--- config.mk ---
export PLATFORM = sky130hd
export DESIGN_NAME = nihilist_encrypt_stream_flat
export DESIGN_NICKNAME = d
export VERILOG_FILES = /design/src/rtl/nihilist_encrypt_stream_if.sv /design/src/rtl/nihilist_encrypt_stream.sv /design/src/flat_wrapper.sv
export SDC_FILE = /design/constraint.sdc
export NUM_CORES = 1
export LEC_CHECK = 0
export CORE_MARGIN = 2
export CORE_UTILIZATION = 49
export CTS_BUF_LIST = sky130_fd_sc_hd__clkbuf_8
export CTS_CLUSTER_SIZE = 28
export DETAILED_ROUTE_END_ITERATION = 6
export GPL_ROUTABILITY_DRIVEN = 0
export GPL_TIMING_DRIVEN = 1
export PLACE_DENSITY_LB_ADDON = 0.05
export SKIP_LAST_GASP = 1
export SYNTH_ARGS = -nofsm -noshare
export SYNTH_HDL_FRONTEND = slang
export SYNTH_SLANG_ARGS = --single-unit
--- constraint.sdc ---
create_clock -name i_w_clk -period 3.6 [get_ports i_w_clk]
set_input_delay 0.54 -clock i_w_clk [delete_from_list [all_inputs] [get_ports i_w_clk]]
set_output_delay 0.54 -clock i_w_clk [all_outputs]
set_load 0.02 [all_outputs]
--- src/rtl/nihilist_encrypt_stream_if.sv ---
// nihilist_encrypt_stream_if
//   Streaming bundle for the Nihilist encryptor: key load, plaintext
//   valid/ready input side, cipher valid/ready output side and key error.
//   slave  : the encryptor (drives o_* signals)
//   master : the producer/consumer environment (drives i_* signals)
//   Ports:
//     i_w_key_load  key latch strobe            i_w_secret  packed key string
//     i_w_valid     plaintext byte valid         i_w_data    plaintext byte
//     i_w_last      final plaintext byte         o_w_ready   input accepted
//     o_r_valid     cipher byte valid            o_r_data    cipher byte
//     o_r_last      final cipher byte            i_w_ready   downstream ready
//     o_r_key_err   rejected key load pulse
interface nihilist_encrypt_stream_if #(
  parameter int p_secret_length = 6
) ();
  logic                         i_w_key_load;
  logic [p_secret_length*8-1:0] i_w_secret;
  logic                         i_w_valid;
  logic [7:0]                   i_w_data;
  logic                         i_w_last;
  logic                         o_w_ready;
  logic                         o_r_valid;
  logic [7:0]                   o_r_data;
  logic                         o_r_last;
  logic                         i_w_ready;
  logic                         o_r_key_err;

  modport slave (
    input  i_w_key_load, i_w_secret, i_w_valid, i_w_data, i_w_last, i_w_ready,
    output o_w_ready, o_r_valid, o_r_data, o_r_last, o_r_key_err
  );

  modport master (
    output i_w_key_load, i_w_secret, i_w_valid, i_w_data, i_w_last, i_w_ready,
    input  o_w_ready, o_r_valid, o_r_data, o_r_last, o_r_key_err
  );
endinterface

--- src/rtl/nihilist_encrypt_stream.sv ---
// nihilist_encrypt_stream
//   Byte-serial Nihilist encryptor. Each accepted plaintext byte is mapped
//   through the "DANIEL"-keyed 5x5 square (non-letters keep their ASCII
//   value) and added mod 256 to the code of the current key character.
//   One output register: result appears the cycle after acceptance, with
//   full 1 byte/cycle throughput under valid/ready.
//   Ports:
//     i_w_clk    rising-edge clock
//     i_w_rst_n  asynchronous active-low reset
//     bus        nihilist_encrypt_stream_if.slave (key load, in/out streams)
//   Build option:
//     NIHILIST_UPPERCASE_FOLD_EN  fold 'a'..'z' to upper case before lookup
module nihilist_encrypt_stream #(
  parameter int p_secret_length = 6
) (
  input  logic                       i_w_clk,
  input  logic                       i_w_rst_n,
  nihilist_encrypt_stream_if.slave   bus
);

  localparam int KW = (p_secret_length > 1) ? $clog2(p_secret_length) : 1;

  localparam logic [1:0] S_NOKEY = 2'd0;
  localparam logic [1:0] S_IDLE  = 2'd1;
  localparam logic [1:0] S_MSG   = 2'd2;

  function automatic logic [7:0] f_code(input logic [7:0] b);
    logic [7:0] c;
    c = b;
`ifdef NIHILIST_UPPERCASE_FOLD_EN
    if (c >= "a" && c <= "z") c = c - 8'd32;
`endif
    case (c)
      "D": f_code = 8'd11;
      "A": f_code = 8'd12;
      "N": f_code = 8'd13;
      "I": f_code = 8'd14;
      "J": f_code = 8'd14;
      "E": f_code = 8'd15;
      "L": f_code = 8'd21;
      "B": f_code = 8'd22;
      "C": f_code = 8'd23;
      "F": f_code = 8'd24;
      "G": f_code = 8'd25;
      "H": f_code = 8'd31;
      "K": f_code = 8'd32;
      "M": f_code = 8'd33;
      "O": f_code = 8'd34;
      "P": f_code = 8'd35;
      "Q": f_code = 8'd41;
      "R": f_code = 8'd42;
      "S": f_code = 8'd43;
      "T": f_code = 8'd44;
      "U": f_code = 8'd45;
      "V": f_code = 8'd51;
      "W": f_code = 8'd52;
      "X": f_code = 8'd53;
      "Y": f_code = 8'd54;
      "Z": f_code = 8'd55;
      default: f_code = c;
    endcase
  endfunction

  logic [1:0]    state_q, state_d;
  logic [KW-1:0] k_q, k_d;
  logic [7:0]    key_q [p_secret_length];
  logic [7:0]    key_d [p_secret_length];
  logic          valid_q, valid_d;
  logic [7:0]    data_q, data_d;
  logic          last_q, last_d;
  logic          key_err_q, key_err_d;

  logic          load_ok;
  logic          ready;
  logic          accept;
  logic [7:0]    cipher;

  // A key load is honoured outside a message; inside one it only flags an error.
  assign load_ok = bus.i_w_key_load && (state_q != S_MSG);

  // Load in S_IDLE takes priority over a coincident input byte.
  assign ready  = (state_q != S_NOKEY) &&
                  !(bus.i_w_key_load && (state_q == S_IDLE)) &&
                  (!valid_q || bus.i_w_ready);
  assign accept = bus.i_w_valid && ready;
  assign cipher = f_code(bus.i_w_data) + key_q[k_q];

  always_comb begin
    state_d   = state_q;
    k_d       = k_q;
    key_d     = key_q;
    valid_d   = valid_q;
    data_d    = data_q;
    last_d    = last_q;
    key_err_d = bus.i_w_key_load && (state_q == S_MSG);

    if (load_ok) begin
      state_d = S_IDLE;
      k_d     = '0;
      for (int unsigned i = 0; i < p_secret_length; i++)
        key_d[i] = f_code(bus.i_w_secret[(p_secret_length-1-i)*8 +: 8]);
    end

    if (accept) begin
      valid_d = 1'b1;
      data_d  = cipher;
      last_d  = bus.i_w_last;
      if (bus.i_w_last) begin
        state_d = S_IDLE;
        k_d     = '0;
      end else begin
        state_d = S_MSG;
        k_d     = (k_q == KW'(p_secret_length-1)) ? '0 : k_q + 1'b1;
      end
    end else if (bus.i_w_ready) begin
      valid_d = 1'b0;
    end
  end

  always_ff @(posedge i_w_clk or negedge i_w_rst_n) begin
    if (!i_w_rst_n) begin
      state_q   <= S_NOKEY;
      k_q       <= '0;
      for (int unsigned i = 0; i < p_secret_length; i++) key_q[i] <= '0;
      valid_q   <= 1'b0;
      data_q    <= '0;
      last_q    <= 1'b0;
      key_err_q <= 1'b0;
    end else begin
      state_q   <= state_d;
      k_q       <= k_d;
      key_q     <= key_d;
      valid_q   <= valid_d;
      data_q    <= data_d;
      last_q    <= last_d;
      key_err_q <= key_err_d;
    end
  end

  assign bus.o_w_ready   = ready;
  assign bus.o_r_valid   = valid_q;
  assign bus.o_r_data    = data_q;
  assign bus.o_r_last    = last_q;
  assign bus.o_r_key_err = key_err_q;

endmodule
--- src/flat_wrapper.sv ---
// flat-port wrapper written by rule: the top's interface ports become plain ports
module nihilist_encrypt_stream_flat 
#(
  parameter int p_secret_length = 6
)
  (i_w_clk, i_w_rst_n, bus_i_w_key_load, bus_i_w_secret, bus_i_w_valid, bus_i_w_data, bus_i_w_last, bus_i_w_ready, bus_o_w_ready, bus_o_r_valid, bus_o_r_data, bus_o_r_last, bus_o_r_key_err);
  nihilist_encrypt_stream_if #(.p_secret_length(p_secret_length)) bus_i ();
  input  logic i_w_clk;
  input  logic i_w_rst_n;
  input wire logic [$bits(bus_i.i_w_key_load)-1:0] bus_i_w_key_load;
  input wire logic [$bits(bus_i.i_w_secret)-1:0] bus_i_w_secret;
  input wire logic [$bits(bus_i.i_w_valid)-1:0] bus_i_w_valid;
  input wire logic [$bits(bus_i.i_w_data)-1:0] bus_i_w_data;
  input wire logic [$bits(bus_i.i_w_last)-1:0] bus_i_w_last;
  input wire logic [$bits(bus_i.i_w_ready)-1:0] bus_i_w_ready;
  output wire logic [$bits(bus_i.o_w_ready)-1:0] bus_o_w_ready;
  output wire logic [$bits(bus_i.o_r_valid)-1:0] bus_o_r_valid;
  output wire logic [$bits(bus_i.o_r_data)-1:0] bus_o_r_data;
  output wire logic [$bits(bus_i.o_r_last)-1:0] bus_o_r_last;
  output wire logic [$bits(bus_i.o_r_key_err)-1:0] bus_o_r_key_err;
  assign bus_i.i_w_key_load = bus_i_w_key_load;
  assign bus_i.i_w_secret = bus_i_w_secret;
  assign bus_i.i_w_valid = bus_i_w_valid;
  assign bus_i.i_w_data = bus_i_w_data;
  assign bus_i.i_w_last = bus_i_w_last;
  assign bus_i.i_w_ready = bus_i_w_ready;
  assign bus_o_w_ready = bus_i.o_w_ready;
  assign bus_o_r_valid = bus_i.o_r_valid;
  assign bus_o_r_data = bus_i.o_r_data;
  assign bus_o_r_last = bus_i.o_r_last;
  assign bus_o_r_key_err = bus_i.o_r_key_err;
  nihilist_encrypt_stream #(.p_secret_length(p_secret_length)) u_core (.i_w_clk(i_w_clk), .i_w_rst_n(i_w_rst_n), .bus(bus_i));
endmodule
==> reports/metrics.cfg, run 1 <==
[outcome]
status=completed

[pwr]
p_clk_share_pct=20.9
switching_power_uw=839
p_leak_uw=0.00260
power_density_nw_per_um2=356
sw_frac_of_total_pct=35.9
worst_ir_drop_vdd_mv=0.336
p_seq_share_pct=39.5
combPwrFrac_pct=39.5
p_int_uw=1500

[worst_setup_path]
end_kind=register
path_class=in2reg
cp-start-kind=primary input
worstPathMaxFanout=3
required_ns=3.84
arrival_ns=3.49

[detailed_routing]
wl_per_cell_um=16.1
dr.pass1.iters=5
vias=5861
viasPerCell=6.18
wl_met2_um=7190
top_layer=met4
finalWirelength_um=15300
wl_met1_um=7040
drt_first_iter_violations=506
wl_met3_um=677
ant_nets=0
drt_drc_violations_left=0

[hold_path]
worst_hold_path_type=in2async

[die]
core_um2=11300
pin_count=74
die_w_um=111
fp.dieH_um=111
dieArea_um2=12300
num_rows=39
start_util_pct=49.6

[logic_synthesis]
netlist_area_um2=5620
ys_seq_elements=64
synth_cells=770
synth_seq_area_share_pct=28.5
async_reset_ff_share_pct=100
synth.area.top_cells=dfrtp_1 (29%), nand2_1 (7.8%), a21oi_1 (5.3%)
synth-edff-count=0
synth_most_common_cell=nand2_1
synth_cell_types=67
synthFlopType=dfrtp_1
yosysWarnings=0
yosysTopAreaCell=dfrtp_1
synth_nets=840
avgSynthCellArea_um2=7.30
yosysTopAreaCellShare_pct=28.5
yosys-top-cells-count=nand2_1 (116), clkbuf_1 (65), dfrtp_1 (64)

[cts]
clock_path_buffers=2
clock-sinks=64
ctsRootBufferMaster=clkbuf_8
hold_buffers=0
htreeDepth=3
cts_setup_buffers=0
cts_resized=0
cts_tree=yes
cts_buffers=9
clkTransAtPathRegs_ns=0.07
clk_latency_ns=0.35

[grt]
grt_first_pass_wirelength_um=25700
grt_pass1_vias=5355
grt-ovfl-total=0
grt_max_degree=54
grt_util_all_layers_pct=24.8
antenna_found_initial=0

[timing]
tns_ns=0
relSlewSlack_pct=44.3
rsz0062_at_grt=false
worst_slew_pin_slew_ns=0.836
fin_crit_ns=3.25
fin_crit_sh_pct=90.1
slew_viol_final=0
setup_ws_ns=0.355
hold_viol=0
holdWs_ns=0.0484
clock_skew_ns=0.0105
fmax_mhz=308
setup_viol=0

[flow_run]
maxCapViolations=0

[place]
pre_cts_slack_ns=0.0192
dpl.hpwl_um=11200
portBuffers=73

[layout]
final_nets=874
finish.utilization_pct=58.0
multi_input_area_um2=3640
syn_to_final_growth_pct=16.8
n_antenna_cell=0
seqCellArea_um2=1600
fillers=1113
drive_gt1_share_pct=6.08

-- routing by layer --
metal	GRT usage (%)	vias up
li1	-	2904
met1	34.7	2749
met5	0	-
met2	40.4	180
met4	6.83	0
met3	3.77	28
-- cell type report --
cell class              count  share of cell area [%]
multi-input cells         607                    55.5
flip-flops and latches     64                    24.4
repair buffers             97                    13.8
well taps                 143                    2.73
clock buffers               9                    1.89
inverters                  25                    1.43
clock inverters             4                   0.267
-- cell families after synthesis --
family | Yosys count | share of synthesized area [%]
mux | 24 | 5.90
fa+ha+maj | 8 | 1.92
simple gates | 288 | 24.3
compound gates | 280 | 31.6
buf+inv | 99 | 6.70
xor+xnor | 7 | 1.09
flops | 64 | 28.5
-- power groups by stage --
| stage | Clock (µW) | Sequential [µW] | Combinational, µW |
|---|---|---|---|
| after CTS | 497 | 925 | 921 |
| final | 489 | 923 | 922 |
| after global routing | 534 | 937 | 1020 |
| after global placement | 0 | 932 | 899 |
| after floorplan | 0 | 968 | 526 |
| after detailed placement | 0 | 938 | 918 |
-- cell usage in the layout, fill, tap and decap left out, types with 5 or more instances in the layout --
| cell type | n |
|---|---|
| nand2b_1 | 11 |
| nor4_1 | 12 |
| o21ai_1 | 23 |
| a221oi_1 | 6 |
| nand3_1 | 16 |
| nor2b_1 | 11 |
| nand4_1 | 6 |
| nor2_1 | 63 |
| o221ai_1 | 5 |
| buf_4 | 24 |
| a31oi_1 | 17 |
| clkbuf_8 | 9 |
| nor3_1 | 18 |
| mux4_2 | 7 |
| a21o_1 | 10 |
| mux2i_1 | 14 |
| or3b_1 | 7 |
| a211oi_1 | 16 |
| o31ai_1 | 12 |
| a21boi_0 | 7 |
| inv_1 | 27 |
| nor3b_1 | 9 |
| clkdlybuf4s50_1 | 72 |
| dfrtp_1 | 64 |
| nand2_1 | 115 |
| a21oi_1 | 60 |
| o21ai_0 | 57 |
| o211ai_1 | 9 |
| ha_1 | 7 |
| o22ai_1 | 15 |
-- path summary, 6_finish.rpt --
path | startpoint | to | slack [ns] | cells after the start
setup / recovery | bus_i_w_data[6] | u_core.bus.o_r_data[6] | 0.35 | 13
hold / removal | i_w_rst_n | u_core.bus.o_r_key_err | 0.05 | 1
setup reg to reg | u_core.k_q[0] | u_core.bus.o_r_data[6] | 0.65 | 10
hold reg to reg | u_core.bus.o_r_data[2] | u_core.bus.o_r_data[2] | 0.48 | 2
max in group asynchronous | i_w_rst_n | u_core.key_q[17] | 2.60 | 2
min in group i_w_clk | u_core.bus.o_r_data[2] | u_core.bus.o_r_data[2] | 0.48 | 2
-- worst max-delay path, cell delays in order --
cell	delay, ns
clkdlybuf4s50_1	0.48
or3b_1	0.37
nor3_1	0.20
nor2_1	0.06
nor3_1	0.17
a221oi_1	0.08
ha_1	0.25
fa_1	0.44
a21o_1	0.18
a21o_1	0.20
a21oi_1	0.19
nor4b_1	0.08
a211o_1	0.24
-- flip-flops by register name, summed over array words and instances (netlist names) --
signal,cells
u_core.bus.o_r_valid,1
u_core.bus.o_r_data,8
u_core.bus.o_r_last,1
u_core.state_q,2
u_core.k_q,3
u_core.bus.o_r_key_err,1
u_core.key_q,48
-- metrics by stage --
stage                     area [µm²]  instances  power, µW
final                           6560        949       2330
after global routing            6560        949       2490
after CTS                       6560        949       2340
after detailed placement        6420        936       1860
after global placement          6420        936       1830
after floorplan                 5620        770       1490
No activity file was read; power rests on OpenSTA's default activity.
==> inputs of run 2 (changes only) <==
Settings changed: ABC_CLOCK_PERIOD_IN_PS set to 3600.
==> results of run 2 <==
Same layout as run 1: the final DEF is identical, and so are final timing and power.
